## src/rtl/sd_spi_pkg.sv

```systemverilog
// Shared constants and state type for the SPI-mode SD card responder.
package sd_spi_pkg;

    localparam logic [5:0] CMD0  = 6'd0;
    localparam logic [5:0] CMD8  = 6'd8;
    localparam logic [5:0] CMD17 = 6'd17;
    localparam logic [5:0] CMD41 = 6'd41;
    localparam logic [5:0] CMD55 = 6'd55;

    localparam logic [7:0] R1_IDLE    = 8'h01;
    localparam logic [7:0] R1_READY   = 8'h00;
    localparam logic [7:0] R1_ILLEGAL = 8'h04;
    localparam logic [7:0] DATA_TOKEN = 8'hFE;

    typedef enum logic [2:0] {
        IDLE,
        RX_CMD,
        NCR,
        TX_RESP,
        RD_WAIT,
        TX_TOKEN,
        TX_DATA,
        TX_CRC
    } state_t;

endpackage

```

## src/rtl/spi_edge_sync.sv

```systemverilog
// Synchronizes SCK/MOSI/CS_n into the system clock domain and emits
// registered single-cycle SCK rise/fall pulses aligned with synced MOSI/CS_n.
module spi_edge_sync #(
    parameter int unsigned SYNC_STAGES = 2
) (
    input  logic clk,
    input  logic rst,
    input  logic sck,
    input  logic mosi,
    input  logic cs_n,
    output logic sck_rise,
    output logic sck_fall,
    output logic mosi_s,
    output logic cs_n_s
);

    logic [SYNC_STAGES-1:0] sck_sr;
    logic [SYNC_STAGES-1:0] mosi_sr;
    logic [SYNC_STAGES-1:0] cs_sr;
    logic                   sck_prev;

    always_ff @(posedge clk or posedge rst) begin
        if (rst) begin
            sck_sr   <= '0;
            mosi_sr  <= '1;
            cs_sr    <= '1;
            sck_prev <= 1'b0;
            sck_rise <= 1'b0;
            sck_fall <= 1'b0;
            mosi_s   <= 1'b1;
            cs_n_s   <= 1'b1;
        end else begin
            sck_sr   <= SYNC_STAGES'({sck_sr, sck});
            mosi_sr  <= SYNC_STAGES'({mosi_sr, mosi});
            cs_sr    <= SYNC_STAGES'({cs_sr, cs_n});
            sck_prev <= sck_sr[SYNC_STAGES-1];
            sck_rise <= sck_sr[SYNC_STAGES-1] & ~sck_prev;
            sck_fall <= ~sck_sr[SYNC_STAGES-1] & sck_prev;
            // Extra stage keeps MOSI/CS_n aligned with the edge pulses
            mosi_s   <= mosi_sr[SYNC_STAGES-1];
            cs_n_s   <= cs_sr[SYNC_STAGES-1];
        end
    end

endmodule

```

## src/rtl/sd_spi_responder.sv

```systemverilog
// Card-side SPI-mode SD responder: decodes command frames, answers R1/R7,
// and serves CMD17 block reads from an address-seeded byte pattern.
module sd_spi_responder
    import sd_spi_pkg::*;
#(
    parameter int unsigned SYNC_STAGES    = 2,
    parameter int unsigned NCR_BYTES      = 1,
    parameter int unsigned READ_LAT_BYTES = 4,
    parameter int unsigned INIT_RETRIES   = 3,
    parameter int unsigned BLOCK_BYTES    = 512
) (
    input  logic        clk_in,
    input  logic        rst_in,
    input  logic        sd_reset_in,
    input  logic        sd_sck_in,
    input  logic        sd_cmd_in,
    input  logic        sd_cs_n_in,
    output logic        sd_dat0_out,
    output logic        ready_out,
    output logic [15:0] cmd_count_out
);

    localparam int unsigned    CNT_W        = 16;
    localparam logic [CNT_W-1:0] NCR_LAST   = CNT_W'(NCR_BYTES * 8 - 1);
    localparam logic [CNT_W-1:0] LAT_LAST   = CNT_W'(READ_LAT_BYTES * 8 - 1);
    localparam logic [CNT_W-1:0] BLK_LAST   = CNT_W'(BLOCK_BYTES - 1);
    localparam logic [CNT_W-1:0] CRC_LAST   = CNT_W'(15);
    localparam logic [7:0]     RETRY_INIT   = 8'(INIT_RETRIES);
    localparam logic [5:0]     R1_LEN       = 6'd8;
    localparam logic [5:0]     R7_LEN       = 6'd40;

    logic sck_rise, sck_fall, mosi_s, cs_n_s;

    spi_edge_sync #(
        .SYNC_STAGES(SYNC_STAGES)
    ) u_sync (
        .clk     (clk_in),
        .rst     (rst_in),
        .sck     (sd_sck_in),
        .mosi    (sd_cmd_in),
        .cs_n    (sd_cs_n_in),
        .sck_rise(sck_rise),
        .sck_fall(sck_fall),
        .mosi_s  (mosi_s),
        .cs_n_s  (cs_n_s)
    );

    state_t             state_q, state_d;
    logic [46:0]        rx_q, rx_d;
    logic [5:0]         rx_cnt_q, rx_cnt_d;
    logic [CNT_W-1:0]   bit_cnt_q, bit_cnt_d;
    logic [CNT_W-1:0]   byte_cnt_q, byte_cnt_d;
    logic [39:0]        resp_q, resp_d;
    logic [5:0]         resp_len_q, resp_len_d;
    logic [7:0]         addr_q, addr_d;
    logic               rd_pend_q, rd_pend_d;
    logic [7:0]         retry_q, retry_d;
    logic               app_cmd_q, app_cmd_d;
    logic               ready_q, ready_d;
    logic [15:0]        cnt_q, cnt_d;
    logic               miso_q, miso_d;

    // Frame fields as they stand when the 48th bit (stop bit) is on mosi_s
    logic       rx_start, rx_tx, rx_stop;
    logic [5:0] rx_idx;
    logic [7:0] rx_arg_lo;
    assign rx_start  = rx_q[46];
    assign rx_tx     = rx_q[45];
    assign rx_idx    = rx_q[44:39];
    assign rx_arg_lo = rx_q[14:7];
    assign rx_stop   = mosi_s;

    assign sd_dat0_out   = miso_q;
    assign ready_out     = ready_q;
    assign cmd_count_out = cnt_q;

    always_ff @(posedge clk_in or posedge rst_in) begin
        if (rst_in) begin
            state_q    <= IDLE;
            rx_q       <= '0;
            rx_cnt_q   <= '0;
            bit_cnt_q  <= '0;
            byte_cnt_q <= '0;
            resp_q     <= '1;
            resp_len_q <= R1_LEN;
            addr_q     <= '0;
            rd_pend_q  <= 1'b0;
            retry_q    <= RETRY_INIT;
            app_cmd_q  <= 1'b0;
            ready_q    <= 1'b0;
            cnt_q      <= '0;
            miso_q     <= 1'b1;
        end else begin
            state_q    <= state_d;
            rx_q       <= rx_d;
            rx_cnt_q   <= rx_cnt_d;
            bit_cnt_q  <= bit_cnt_d;
            byte_cnt_q <= byte_cnt_d;
            resp_q     <= resp_d;
            resp_len_q <= resp_len_d;
            addr_q     <= addr_d;
            rd_pend_q  <= rd_pend_d;
            retry_q    <= retry_d;
            app_cmd_q  <= app_cmd_d;
            ready_q    <= ready_d;
            cnt_q      <= cnt_d;
            miso_q     <= miso_d;
        end
    end

    always_comb begin
        logic [7:0] r1;
        logic [7:0] tx_byte;
        logic       is_r7;

        state_d    = state_q;
        rx_d       = rx_q;
        rx_cnt_d   = rx_cnt_q;
        bit_cnt_d  = bit_cnt_q;
        byte_cnt_d = byte_cnt_q;
        resp_d     = resp_q;
        resp_len_d = resp_len_q;
        addr_d     = addr_q;
        rd_pend_d  = rd_pend_q;
        retry_d    = retry_q;
        app_cmd_d  = app_cmd_q;
        ready_d    = ready_q;
        cnt_d      = cnt_q;
        miso_d     = miso_q;
        r1         = ready_q ? R1_ILLEGAL : (R1_ILLEGAL | R1_IDLE);
        tx_byte    = DATA_TOKEN;
        is_r7      = 1'b0;

        if (cs_n_s) begin
            // Deselect aborts whatever is in flight
            state_d   = IDLE;
            miso_d    = 1'b1;
            rd_pend_d = 1'b0;
        end else begin
            unique case (state_q)
                IDLE: begin
                    if (sck_fall) miso_d = 1'b1;
                    if (sck_rise && !mosi_s) begin
                        state_d  = RX_CMD;
                        rx_d     = {rx_q[45:0], mosi_s};
                        rx_cnt_d = 6'd1;
                    end
                end
                RX_CMD: begin
                    if (sck_rise) begin
                        rx_d     = {rx_q[45:0], mosi_s};
                        rx_cnt_d = rx_cnt_q + 6'd1;
                        if (rx_cnt_q == 6'd47) begin
                            if (!rx_start && rx_tx && rx_stop) begin
                                state_d   = NCR;
                                bit_cnt_d = '0;
                                cnt_d     = (cnt_q == 16'hFFFF) ? cnt_q : cnt_q + 16'd1;
                                app_cmd_d = 1'b0;
                                rd_pend_d = 1'b0;
                                case (rx_idx)
                                    CMD0: begin
                                        r1      = R1_IDLE;
                                        ready_d = 1'b0;
                                        retry_d = RETRY_INIT;
                                    end
                                    CMD8: is_r7 = 1'b1;
                                    CMD55: begin
                                        r1        = ready_q ? R1_READY : R1_IDLE;
                                        app_cmd_d = 1'b1;
                                    end
                                    CMD41: begin
                                        if (app_cmd_q) begin
                                            if (retry_q != 8'd0) begin
                                                r1      = R1_IDLE;
                                                retry_d = retry_q - 8'd1;
                                            end else begin
                                                r1      = R1_READY;
                                                ready_d = 1'b1;
                                            end
                                        end
                                    end
                                    CMD17: begin
                                        if (ready_q) begin
                                            r1        = R1_READY;
                                            rd_pend_d = 1'b1;
                                            addr_d    = rx_arg_lo;
                                        end
                                    end
                                    default: ;
                                endcase
                                resp_d     = is_r7 ? {R1_IDLE, 24'h000001, rx_arg_lo} : {r1, 32'h0};
                                resp_len_d = is_r7 ? R7_LEN : R1_LEN;
                            end else begin
                                state_d = IDLE;
                            end
                        end
                    end
                end
                NCR: begin
                    if (sck_fall) begin
                        miso_d    = 1'b1;
                        bit_cnt_d = bit_cnt_q + 1'b1;
                        if (bit_cnt_q == NCR_LAST) begin
                            state_d   = TX_RESP;
                            bit_cnt_d = '0;
                        end
                    end
                end
                TX_RESP: begin
                    if (sck_fall) begin
                        miso_d    = resp_q[39];
                        resp_d    = {resp_q[38:0], 1'b1};
                        bit_cnt_d = bit_cnt_q + 1'b1;
                        if (bit_cnt_q == CNT_W'(resp_len_q - 6'd1)) begin
                            state_d   = rd_pend_q ? RD_WAIT : IDLE;
                            bit_cnt_d = '0;
                        end
                    end
                end
                RD_WAIT: begin
                    if (sck_fall) begin
                        miso_d    = 1'b1;
                        bit_cnt_d = bit_cnt_q + 1'b1;
                        if (bit_cnt_q == LAT_LAST) begin
                            state_d   = TX_TOKEN;
                            bit_cnt_d = '0;
                        end
                    end
                end
                TX_TOKEN: begin
                    if (sck_fall) begin
                        miso_d    = tx_byte[~bit_cnt_q[2:0]];
                        bit_cnt_d = bit_cnt_q + 1'b1;
                        if (bit_cnt_q[2:0] == 3'd7) begin
                            state_d    = TX_DATA;
                            bit_cnt_d  = '0;
                            byte_cnt_d = '0;
                        end
                    end
                end
                TX_DATA: begin
                    tx_byte = addr_q + byte_cnt_q[7:0];
                    if (sck_fall) begin
                        miso_d    = tx_byte[~bit_cnt_q[2:0]];
                        bit_cnt_d = bit_cnt_q + 1'b1;
                        if (bit_cnt_q[2:0] == 3'd7) begin
                            bit_cnt_d = '0;
                            if (byte_cnt_q == BLK_LAST) begin
                                state_d = TX_CRC;
                            end else begin
                                byte_cnt_d = byte_cnt_q + 1'b1;
                            end
                        end
                    end
                end
                TX_CRC: begin
                    if (sck_fall) begin
                        miso_d    = 1'b0;
                        bit_cnt_d = bit_cnt_q + 1'b1;
                        if (bit_cnt_q == CRC_LAST) begin
                            state_d   = IDLE;
                            bit_cnt_d = '0;
                            rd_pend_d = 1'b0;
                        end
                    end
                end
                default: state_d = IDLE;
            endcase
        end

        // Card power-off behaves as a synchronous reset of card state
        if (sd_reset_in) begin
            state_d   = IDLE;
            rd_pend_d = 1'b0;
            retry_d   = RETRY_INIT;
            app_cmd_d = 1'b0;
            ready_d   = 1'b0;
            cnt_d     = '0;
            miso_d    = 1'b1;
        end
    end

endmodule

```

## config.mk

```make
export PLATFORM = sky130hd
export DESIGN_NAME = sd_spi_responder
export DESIGN_NICKNAME = d
export VERILOG_FILES = /design/src/rtl/sd_spi_pkg.sv /design/src/rtl/spi_edge_sync.sv /design/src/rtl/sd_spi_responder.sv
export SDC_FILE = /design/constraint.sdc
export NUM_CORES = 1
export LEC_CHECK = 0
export CAP_MARGIN = 40
export CELL_PAD_IN_SITES_DETAIL_PLACEMENT = 2
export CELL_PAD_IN_SITES_GLOBAL_PLACEMENT = 2
export CORE_MARGIN = 5
export CORE_UTILIZATION = 39
export DETAILED_ROUTE_END_ITERATION = 7
export PLACE_DENSITY = 0.83
export SETUP_SLACK_MARGIN = 0.05
export SYNTH_ARGS = -nofsm -noshare
export SYNTH_HDL_FRONTEND = slang
export SYNTH_SLANG_ARGS = --single-unit
```

## constraint.sdc

```tcl
create_clock -name clk_in -period 8.5 [get_ports clk_in]
set_clock_uncertainty 0.2 [all_clocks]
set_input_delay 1.7 -clock clk_in [delete_from_list [all_inputs] [get_ports clk_in]]
set_output_delay 1.7 -clock clk_in [all_outputs]
set_load 0.05 [all_outputs]
```

==> impl_metrics.yaml <==
synthesis:
  synth_area_leaders: "dfrtp_1 37%, dfstp_2 15%, nand2_1 12%, nor2_1 3.0%, o21ai_0 2.8%"
  synthCells: 950
  synth_top_area_cell: "dfrtp_1"
  synth_edf_count: 0
  synth_common_cells: "277 x nand2_1, 127 x dfrtp_1, 68 x nor2_1"
  synth.most_common_cell: "nand2_1"
  synthFlopType: "dfrtp_1"
  ys_ff_latch: 176
  ys_seq_area_share_pct: 51.6
  synth_cell_types: 72
  syn_area_sq_um: 8650
  synth_top_area_share_pct: 36.8
  synth_warnings: 0
  synth_nets: 971
  async_flop_share_pct: 100
  syn_area_per_cell_sq_um: 9.10
placement:
  dp.cells: 1217
  gp_congestion: 0.731
  dpl.hpwl_microns: 15100
  io_buffers: 23
critical_path:
  r2r_start: "bit_cnt_q[0]$_DFFE_PP0P_"
  cpPeakStageDelay_ns: 0.80
  slowest_stage: "clkdlybuf4s50_1"
  rr_endpoint: "bit_cnt_q[3]$_DFFE_PP0P_"
  r2r_cells: 8
  cp_num_buf_inv: 1
  reg2reg_slack_ns: 5.25
  arrival_ns: 1.78
  crit_required_ns: 6.60
  crit_start: "sd_dat0_out$_DFFE_PP1P_"
  worstPathCellList: "clkdlybuf4s50_1"
  cp-end-kind: "output port"
  startpoint_type: "flop"
  crit_family: "buffers and inverters"
  cp_max_fo: 2
  critPathKind: "flop to output port"
sta:
  max_freq_mhz: 272
  worst_pin_slew_ns: 0.793
  rsz0062_at_grt: "no"
  finalCritPeriodShare_pct: 43.3
  hold_viol_final: 0
  fin_setup_tns_ns: 0
  slew_viol_final: 0
  post-route-min-period_ns: 3.68
  setup_viol: 0
  slew_headroom_pct: 47.1
clock_network:
  clockBufferDepth: 2
  cts_setup_buffers: 0
  cts_max_level: 4
  cts_resized: 0
  cts_tree: "built"
  clock_sinks: 176
  root_buffer: "clkbuf_16"
  clk_pin_slew_ns: 0.07
  insertion_delay_ns: 0.44
  postCtsHoldBufs: 0
  numCtsBuffers: 17
finish:
  regArea_sq_um: 4470
  multi_input_area_sq_um: 3940
  nFillCells: 2373
  diodes: 0
  fin_cells: 1249
  nNetsFinal: 977
  drive_gt1_share_pct: 12.5
  syn_to_final_growth_pct: 12.8
die:
  die_w_microns: 159
  die_area_sq_um: 25200
  ios: 24
  rows: 54
  core-area_sq_um: 21800
  start_util_pct: 39.6
  die_h_microns: 159
route:
  drtAntennaViolNets: 0
  avgViaCountPerCell: 5.55
  num_vias: 6937
  drt_iter0_drc: 216
  dr.pass1.iters: 4
  wirelength_microns: 23300
  drt-met1-wl_microns: 10400
  dr_wl_met3_microns: 487
  routed.top_layer: "met4"
  wl_met2_microns: 12200
  drc: 0
  post_drt_wl_per_cell_microns: 18.6
min_path:
  holdPathEnd: "u_sync.cs_sr[1]$_DFF_PP1_"
  hold_start: "u_sync.cs_sr[0]$_DFF_PP1_"
  hold_class: "flop to flop"
  min_path_cells: 0
grt:
  grt_pass1_vias: 7948
  grt_max_degree: 85
  antenna_found_initial: 0
  track_usage_pct: 19.0
  grt-ovfl-total: 0
  grt_pass1_wl_microns: 40300
pwr:
  leakagePower_nw: 4.32
  worst_ir_drop_vdd_v: 0.000126
  power.density_nw_per_um2: 173
run:
  maxCapViolations: 0
run_status:
  status: "finished, final reports clean"
report_power, final:
part,switching [mW],internal (mW)
combinational,0.0346,0.0121
sequential,0.00794,0.849
clock,0.383,0.399
cell usage in the layout (no fill, tap or decap), drive strengths merged, types with 12 or more instances in the layout:
cell type | Yosys | layout
and3 | 17 | 17
nor3 | 18 | 18
o21ai | 69 | 69
a21oi | 21 | 21
nand3 | 23 | 23
clkbuf | 31 | 18
nor4 | 14 | 14
nand4 | 12 | 12
dfrtp | 127 | 127
nand2 | 277 | 277
inv | 14 | 22
xor2 | 26 | 26
ha | 14 | 14
nor2 | 69 | 69
buf | 17 | 12
clkdlybuf4s50 | 0 | 23
or3 | 12 | 12
dfstp | 49 | 49
stage by stage:
| step | setup slack [ns] | hold WS (ns) | utilization [%] | area, sq um | power (mW) |
|---|---|---|---|---|---|
| after floorplan | 1.91 | 0.131 | - | 8650 | 0.899 |
| after global routing | 4.77 | 0.163 | 44.7 | 9760 | 1.75 |
| after detailed placement | 4.68 | 0.147 | 42.0 | 9170 | 0.920 |
| after global placement | 4.43 | 0.134 | 41.7 | 9090 | 0.914 |
| final | 4.82 | 0.157 | 44.7 | 9760 | 1.69 |
| after CTS | 4.79 | 0.159 | 44.7 | 9760 | 1.71 |
registers in the layout (all words and copies together), names as in the netlist, 2 cells and up:
register,flops
u_sync.cs_sr,2
u_sync.sck_sr,2
retry_q,8
cmd_count_out,16
addr_q,8
bit_cnt_q,16
rx_cnt_q,6
u_sync.mosi_sr,2
byte_cnt_q,16
resp_q,40
state_q,3
rx_q,47
how the worst max path moves through the flow:
stage               cells after the start  slack, ns                        to
floorplan                               1       1.91     addr_q[0]$_DFFE_PP0P_
global placement                        3       4.43  bit_cnt_q[1]$_DFFE_PP0P_
detailed placement                      5       4.68    retry_q[6]$_DFFE_PP0P_
CTS                                     1       4.79               sd_dat0_out
global route                            1       4.77          cmd_count_out[6]
finish                                  1       4.82               sd_dat0_out
area by class of cell:
class                   instances  share of cell area [%]
flip-flops and latches        176                    45.8
clock buffers                  18                    4.50
well taps                     280                    3.59
clock inverters                14                    1.46
repair buffers                 35                    3.75
multi-input cells             712                    40.3
inverters                      14                   0.590
per-layer routing:
layer | vias to the layer above | GRT usage (%)
li1 | 3276 | -
met1 | 3584 | 23.5
met2 | 63 | 34.3
met3 | 14 | 3.45
met4 | 0 | 4.54
met5 | - | 0
cell families after synthesis:
| logic type | synth area share (%) |
|---|---|
| AOI/OAI and AO/OA | 11.1 |
| muxes | 2.20 |
| DFF | 51.6 |
| buffers and inverters | 3.01 |
| adders and majority gates | 2.26 |
| and+or+nand+nor | 26.2 |
| xor gates and xnor gates | 3.55 |
Power figures use the tool's default switching activity.
==> RTL change 1, RTL diff (same flow settings) <==
Put one more register stage on the output `cmd_count_out`, cleared by the reset. The value now appears one clock later. The other outputs are not delayed to match.
--- a/src/rtl/sd_spi_responder.sv
+++ b/src/rtl/sd_spi_responder.sv
@@ -72,7 +72,13 @@
 
     assign sd_dat0_out   = miso_q;
     assign ready_out     = ready_q;
-    assign cmd_count_out = cnt_q;
+    always_ff @(posedge clk_in or posedge rst_in) begin
+        if (rst_in) begin
+            cmd_count_out <= '0;
+        end else begin
+            cmd_count_out <= cnt_q;
+        end
+    end
 
     always_ff @(posedge clk_in or posedge rst_in) begin
         if (rst_in) begin
Function: no difference found for any inputs over 4 cycles, from zero or initial values and one cycle with rst_in high; that may be too few to reach the edited logic, so the function may still have changed.
==> RTL change 1 against the original RTL <==
- fmax decreased by 0.41%
- sequential cell count is 16 higher
- die area up 3.3%
- synthesized area increased by 3.5%
- wire length fell by 1.9%
- worst setup slack got worse by 0.015 ns
- power increased by 5.1%
- first-iteration DRC count up 44%
- design area up 2.8%
- count of clock-buffer cells in the layout is 1 higher
- critical path depth did not move
- critical endpoint unchanged
- largest cell class unchanged
==> RTL change 1: results (changes against the original RTL) <==
* Result of the run: completed
- Clock Tree Root: sky130_fd_sc_hd__clkbuf_16
- The number of global-route vias before repair was 7,564 (-4.8%).
- Total routed wire length on the met1 layer: 10.8 mm (+3.9%)
- The final RePlAce weighted congestion was 0.763 (+4.4%).
* Worst setup slack before clock tree synthesis: 4.53 ns (-0.145 ns)
* Data arrival time at the worst-slack endpoint: 1.80 ns (+0.02 ns)
- Total via count after detailed routing: 6,820 (-1.7%)
- The worst setup slack after layout came to 4.80 ns (-0.0152 ns).
- The register-to-register path setup slack came to 5.16 ns (-0.09 ns).
* Number of instances in the placed design: 1,225 (+0.66%)
- Net count, final: 980 (+0.31%)
- Via-to-Cell Ratio: 5.43 (-2.3%)
* Number of DRC violations after detailed-routing iteration 0: 311 (+44%)
- LEAKAGE: 0.00444 uW (+2.9%)
- Unique cell type count in the Yosys netlist: 67 (-6.9%)
* Syn nets: 974 (+0.31%)
* Syn Inst Count: 953 (+0.32%)
* Clock-pin slew on the worst setup and hold paths: 0.07 ns (about the same)
* Ranking of synthesized cells by instance count: 259 x sky130_fd_sc_hd__nand2_1, 143 x sky130_fd_sc_hd__dfrtp_1, 75 x sky130_fd_sc_hd__o21ai_0
- Ranked by total cell area, the synthesized netlist is headed by sky130_fd_sc_hd__dfrtp_1 40%, sky130_fd_sc_hd__dfstp_2 14%, sky130_fd_sc_hd__nand2_1 11%.
- The global-route wire length before repair was 39.2 mm (-2.5%).
- The worst register-to-register path ends at byte_cnt_q[15].
- The length of routed met2 wiring came to 11.2 mm (-7.6%).
- The worst vdd rail ir drop came to 0.0000876 V (-31%).
- Share of synthesized area occupied by flip-flops and latches: 0.544 (+0.0272)
- Worst Hold Endpoint: u_sync.mosi_sr[1]
- Largest net degree at the start of global routing: 102 (+20%)
- The placed standard-cell area is 9470 um^2 (+3.3%).
- Global routing usage summed across all routing layers: 0.184 (-0.00629)
- Hold wc startpoint: u_sync.mosi_sr[0]
- The fraction of layout instances using a drive strength above 1 is 0.120 (-0.00450).
- Worst-case reg-to-reg path depth: 7 (-1)
- Final HPWL DP: 14.9 mm (-1.5%)
- The internal portion of total power is 1350 uW (+7.0%).
-- RTL change 1: cell count changes after synthesis, moves of 5 or more --
cell                       change
sky130_fd_sc_hd__nor2b_1       -6
sky130_fd_sc_hd__a21oi_1       +5
sky130_fd_sc_hd__o21ai_0      +26
sky130_fd_sc_hd__dfrtp_1      +16
sky130_fd_sc_hd__xnor2_1       +7
sky130_fd_sc_hd__nand3_1      +10
sky130_fd_sc_hd__o21ai_1      -18
sky130_fd_sc_hd__o22ai_1       -6
sky130_fd_sc_hd__nand2_1      -18
sky130_fd_sc_hd__o211ai_1      -5
sky130_fd_sc_hd__a22oi_1       -8
sky130_fd_sc_hd__nand4_1       +5
sky130_fd_sc_hd__buf_2         -6
-- RTL change 1: cell type report --
class                   count  area [um^2]
clock inverters            13          125
inverters                  14         60.1
multi-input cells         702         3870
flip-flops and latches    192         4870
clock buffers              19          433
repair buffers             32          318
fillers                  2458        12600
well taps                 285          357
-- RTL change 1: power groups by stage --
stage	Sequential, uW	Clock (uW)	Combinational (uW)
floorplan	948	0	29.9
global placement	951	0	42.3
detailed placement	952	0	46.4
CTS	935	817	46.7
global route	937	862	52.2
finish	935	792	44.4
-- RTL change 1: kinds of logic after synthesis --
group / count (synthesis) / synth area share
simple gates: 485 / 0.252
xor+xnor: 42 / 0.0411
fa+ha+maj: 15 / 0.0218
compound gates: 143 / 0.0955
mux: 17 / 0.0203
flops: 192 / 0.544
buf+inv: 59 / 0.0261
-- RTL change 1: per-layer routing --
metal  track usage  vias to the layer above
li1              -                     3253
met3        0.0365                       21
met1         0.241                     3489
met5             0                        -
met4        0.0489                        0
met2         0.312                       57
==> RTL change 2, RTL diff (same settings) <==
Without the edit above. `SYNC_STAGES` is set to 2 in 2 places; all go to 1.
--- a/src/rtl/spi_edge_sync.sv
+++ b/src/rtl/spi_edge_sync.sv
@@ -1,7 +1,7 @@
 // Synchronizes SCK/MOSI/CS_n into the system clock domain and emits
 // registered single-cycle SCK rise/fall pulses aligned with synced MOSI/CS_n.
 module spi_edge_sync #(
-    parameter int unsigned SYNC_STAGES = 2
+    parameter int unsigned SYNC_STAGES = 1
 ) (
     input  logic clk,
     input  logic rst,
--- a/src/rtl/sd_spi_responder.sv
+++ b/src/rtl/sd_spi_responder.sv
@@ -3,7 +3,7 @@
 module sd_spi_responder
     import sd_spi_pkg::*;
 #(
-    parameter int unsigned SYNC_STAGES    = 2,
+    parameter int unsigned SYNC_STAGES    = 1,
     parameter int unsigned NCR_BYTES      = 1,
     parameter int unsigned READ_LAT_BYTES = 4,
     parameter int unsigned INIT_RETRIES   = 3,
Check against the original RTL: same outputs for any inputs over 4 cycles, from zero or initial values and one cycle with rst_in high; that may be too few to reach the edited logic, so the function may still have changed.
==> RTL change 2 against the original RTL <==
- wire length up 4.1%
- synthesized area down 1.4%
- worst setup slack worse by 0.029 ns
- power up 1.1%
- sequential cell count down 3
- register-to-register slack better by 0.23 ns
- design area down 1.2%
- die area down 1.3%
- largest cell class unchanged
- highest routed layer unchanged
==> RTL change 2: results (changes against the original RTL) <==
- Clock-pin slew on the worst setup and hold paths: 0.07 ns (about the same)
* Ranking of synthesized cells by instance count: 247 x sky130_fd_sc_hd__nand2_1, 126 x sky130_fd_sc_hd__dfrtp_1, 74 x sky130_fd_sc_hd__o21ai_0
- Yosys attributes the largest share of cell area to sky130_fd_sc_hd__dfrtp_1 37%, sky130_fd_sc_hd__dfstp_2 14%, sky130_fd_sc_hd__nand2_1 11%.
- Hold/Removal Path Class: flip-flop to flip-flop
- The number of port buffers was 23 (unchanged).
* Clock latency of the later-clocked register in the worst-skew pair: 0.45 ns
- Result of the run: completed
* Final HPWL DP: 15.2 mm (+0.25%)
- The total inserted antenna cells is 0 (unchanged).
- The global-route wire length before repair came to 40.6 mm (+0.91%).
- Largest fanout on the critical path: 3 (+1)
- Highest cell delay on the worst timing path: 0.81 ns
- Via count of the first global-routing pass: 7,671 (-3.5%)
- The number of H-tree levels is 4 (unchanged).
- Data arrival time at the worst-slack endpoint: 1.81 ns (+0.03 ns)
- Worst-case reg-to-reg path depth: 5 (-3)
* Headroom to the max-slew limit: 0.396 (-0.0751)
- Clock Tree Root: sky130_fd_sc_hd__clkbuf_16
- Warnings, synthesis: 0 (unchanged)
* Antenna violations before repair: 0 (unchanged)
* Global routing usage summed across all routing layers: 0.205 (+0.0151)
- Instance area after placement: 9040 um^2 (-1.5%)
* LEAKAGE: 0.00414 uW (-4.2%)
- Routed length per instance: 19.5 um (+4.6%)
* CP delay by family, top: buffers and inverters
- Largest net degree at the start of global routing: 63 (-26%)
* Number of DRC violations after detailed-routing iteration 0: 321 (+49%)
- Worst IR drop on VDD: 0.000138 V (+9.3%)
- The share of flip-flops with an asynchronous set or reset after synthesis came to 1.00 (unchanged).
- Length of the first detailed-routing pass in iterations: 4 (unchanged)
* Critical Path Slowest Stage Cell: sky130_fd_sc_hd__clkdlybuf4s50_1
* Total CTS buffers: 17 (unchanged)
* Min-Delay Path Depth: 0 (unchanged)
* Unique cell type count in the Yosys netlist: 67 (-6.9%)
- Net count, final: 971 (-0.61%)
* Largest registers: rx_q (47), resp_q (40)
- Maximum Capacitance Violations: 0 (unchanged)
- The final RePlAce weighted congestion was 0.806 (+10%).
* Total via count after detailed routing: 6,943 (+0.086%)
- Share of synthesized area occupied by flip-flops and latches: 0.515 (-0.00197)
- Maximum count of clock buffers along a single path: 2 (unchanged)
- The fraction of layout instances using a drive strength above 1 came to 0.123 (-0.00234).
- Quantity of gates resized following cts: 0 (unchanged)
- The post-CTS setup buffer count is 0 (unchanged).
- Number of flops mapped to enable cells by yosys: 0 (unchanged)
==> RTL change 2: cell count changes after synthesis, moves of 7 or more <==
cell and delta:
sky130_fd_sc_hd__nand2_1 -30, sky130_fd_sc_hd__o21ai_0 +25, sky130_fd_sc_hd__o21ai_1 -19, sky130_fd_sc_hd__a21oi_1 +16, sky130_fd_sc_hd__nor3_1 +16, sky130_fd_sc_hd__clkbuf_1 +14, sky130_fd_sc_hd__buf_2 -12, sky130_fd_sc_hd__xnor2_1 +10
sky130_fd_sc_hd__xor2_1 -9, sky130_fd_sc_hd__and4_1 +8, sky130_fd_sc_hd__a22oi_1 -7, sky130_fd_sc_hd__nand3_1 +7, sky130_fd_sc_hd__o211ai_1 -7
==> RTL change 2: path summary, 6_finish.rpt <==
check	start	slack, ns	to
worst max register to register	state_q[0]	5.48	addr_q[6]
worst min-delay path	u_sync.cs_sr	0.16	u_sync.cs_n_s
min in group asynchronous	rst_in	1.48	rx_q[28]
max in group asynchronous	rst_in	5.38	rx_q[37]
worst max-delay path	sd_dat0_out	4.79	sd_dat0_out
worst min register to register	u_sync.cs_sr	0.16	u_sync.cs_n_s
==> RTL change 2: cells by family (layout without fill, tap and decap cells) <==
group | Yosys count | in the layout | share of synthesized area
mux | 13 | 13 | 0.0164
simple gates | 483 | 483 | 0.266
buf+inv | 62 | 78 | 0.0283
fa+ha+maj | 15 | 15 | 0.0229
flops | 173 | 173 | 0.515
compound gates | 165 | 165 | 0.115
xor+xnor | 36 | 36 | 0.0370
==> RTL change 2: layout make-up <==
cell class / count / area [um^2]
Clock buffer: 19 / 443
Clock inverter: 13 / 159
Fill cell: 2351 / 12000
Inverter: 14 / 57.6
Multi-Input combinational cell: 712 / 3920
Sequential cell: 173 / 4390
Tap cell: 280 / 350
Timing Repair Buffer: 32 / 323
==> RTL change 2: per-layer routing <==
| layer | vias to the layer above | track usage | share of wire |
|---|---|---|---|
| li1 | 3268 | - | - |
| met2 | 69 | 0.358 | 0.50 |
| met4 | 0 | 0.0655 | 0.020 |
| met3 | 35 | 0.0320 | 0.019 |
| met5 | - | 0 | 0 |
| met1 | 3571 | 0.261 | 0.46 |
==> RTL change 2: per-stage QoR <==
step	instances	worst slack (ns)	total power [uW]
6_report	1243	4.79	1700
5_1_grt	1243	4.76	1770
4_1_cts	1243	4.77	1720
3_5_place_dp	1211	4.50	903
3_3_place_gp	1209	4.53	901
2_1_floorplan	947	1.99	885
==> RTL change 2: power breakdown <==
part	leakage (uW)	switching [uW]	total [uW]	internal, uW
Clock	0.000288	367	816	448
Combinational	0.00162	33.2	43.8	10.6
Sequential	0.00223	9.36	845	835
Total	0.00414	410	1700	1290
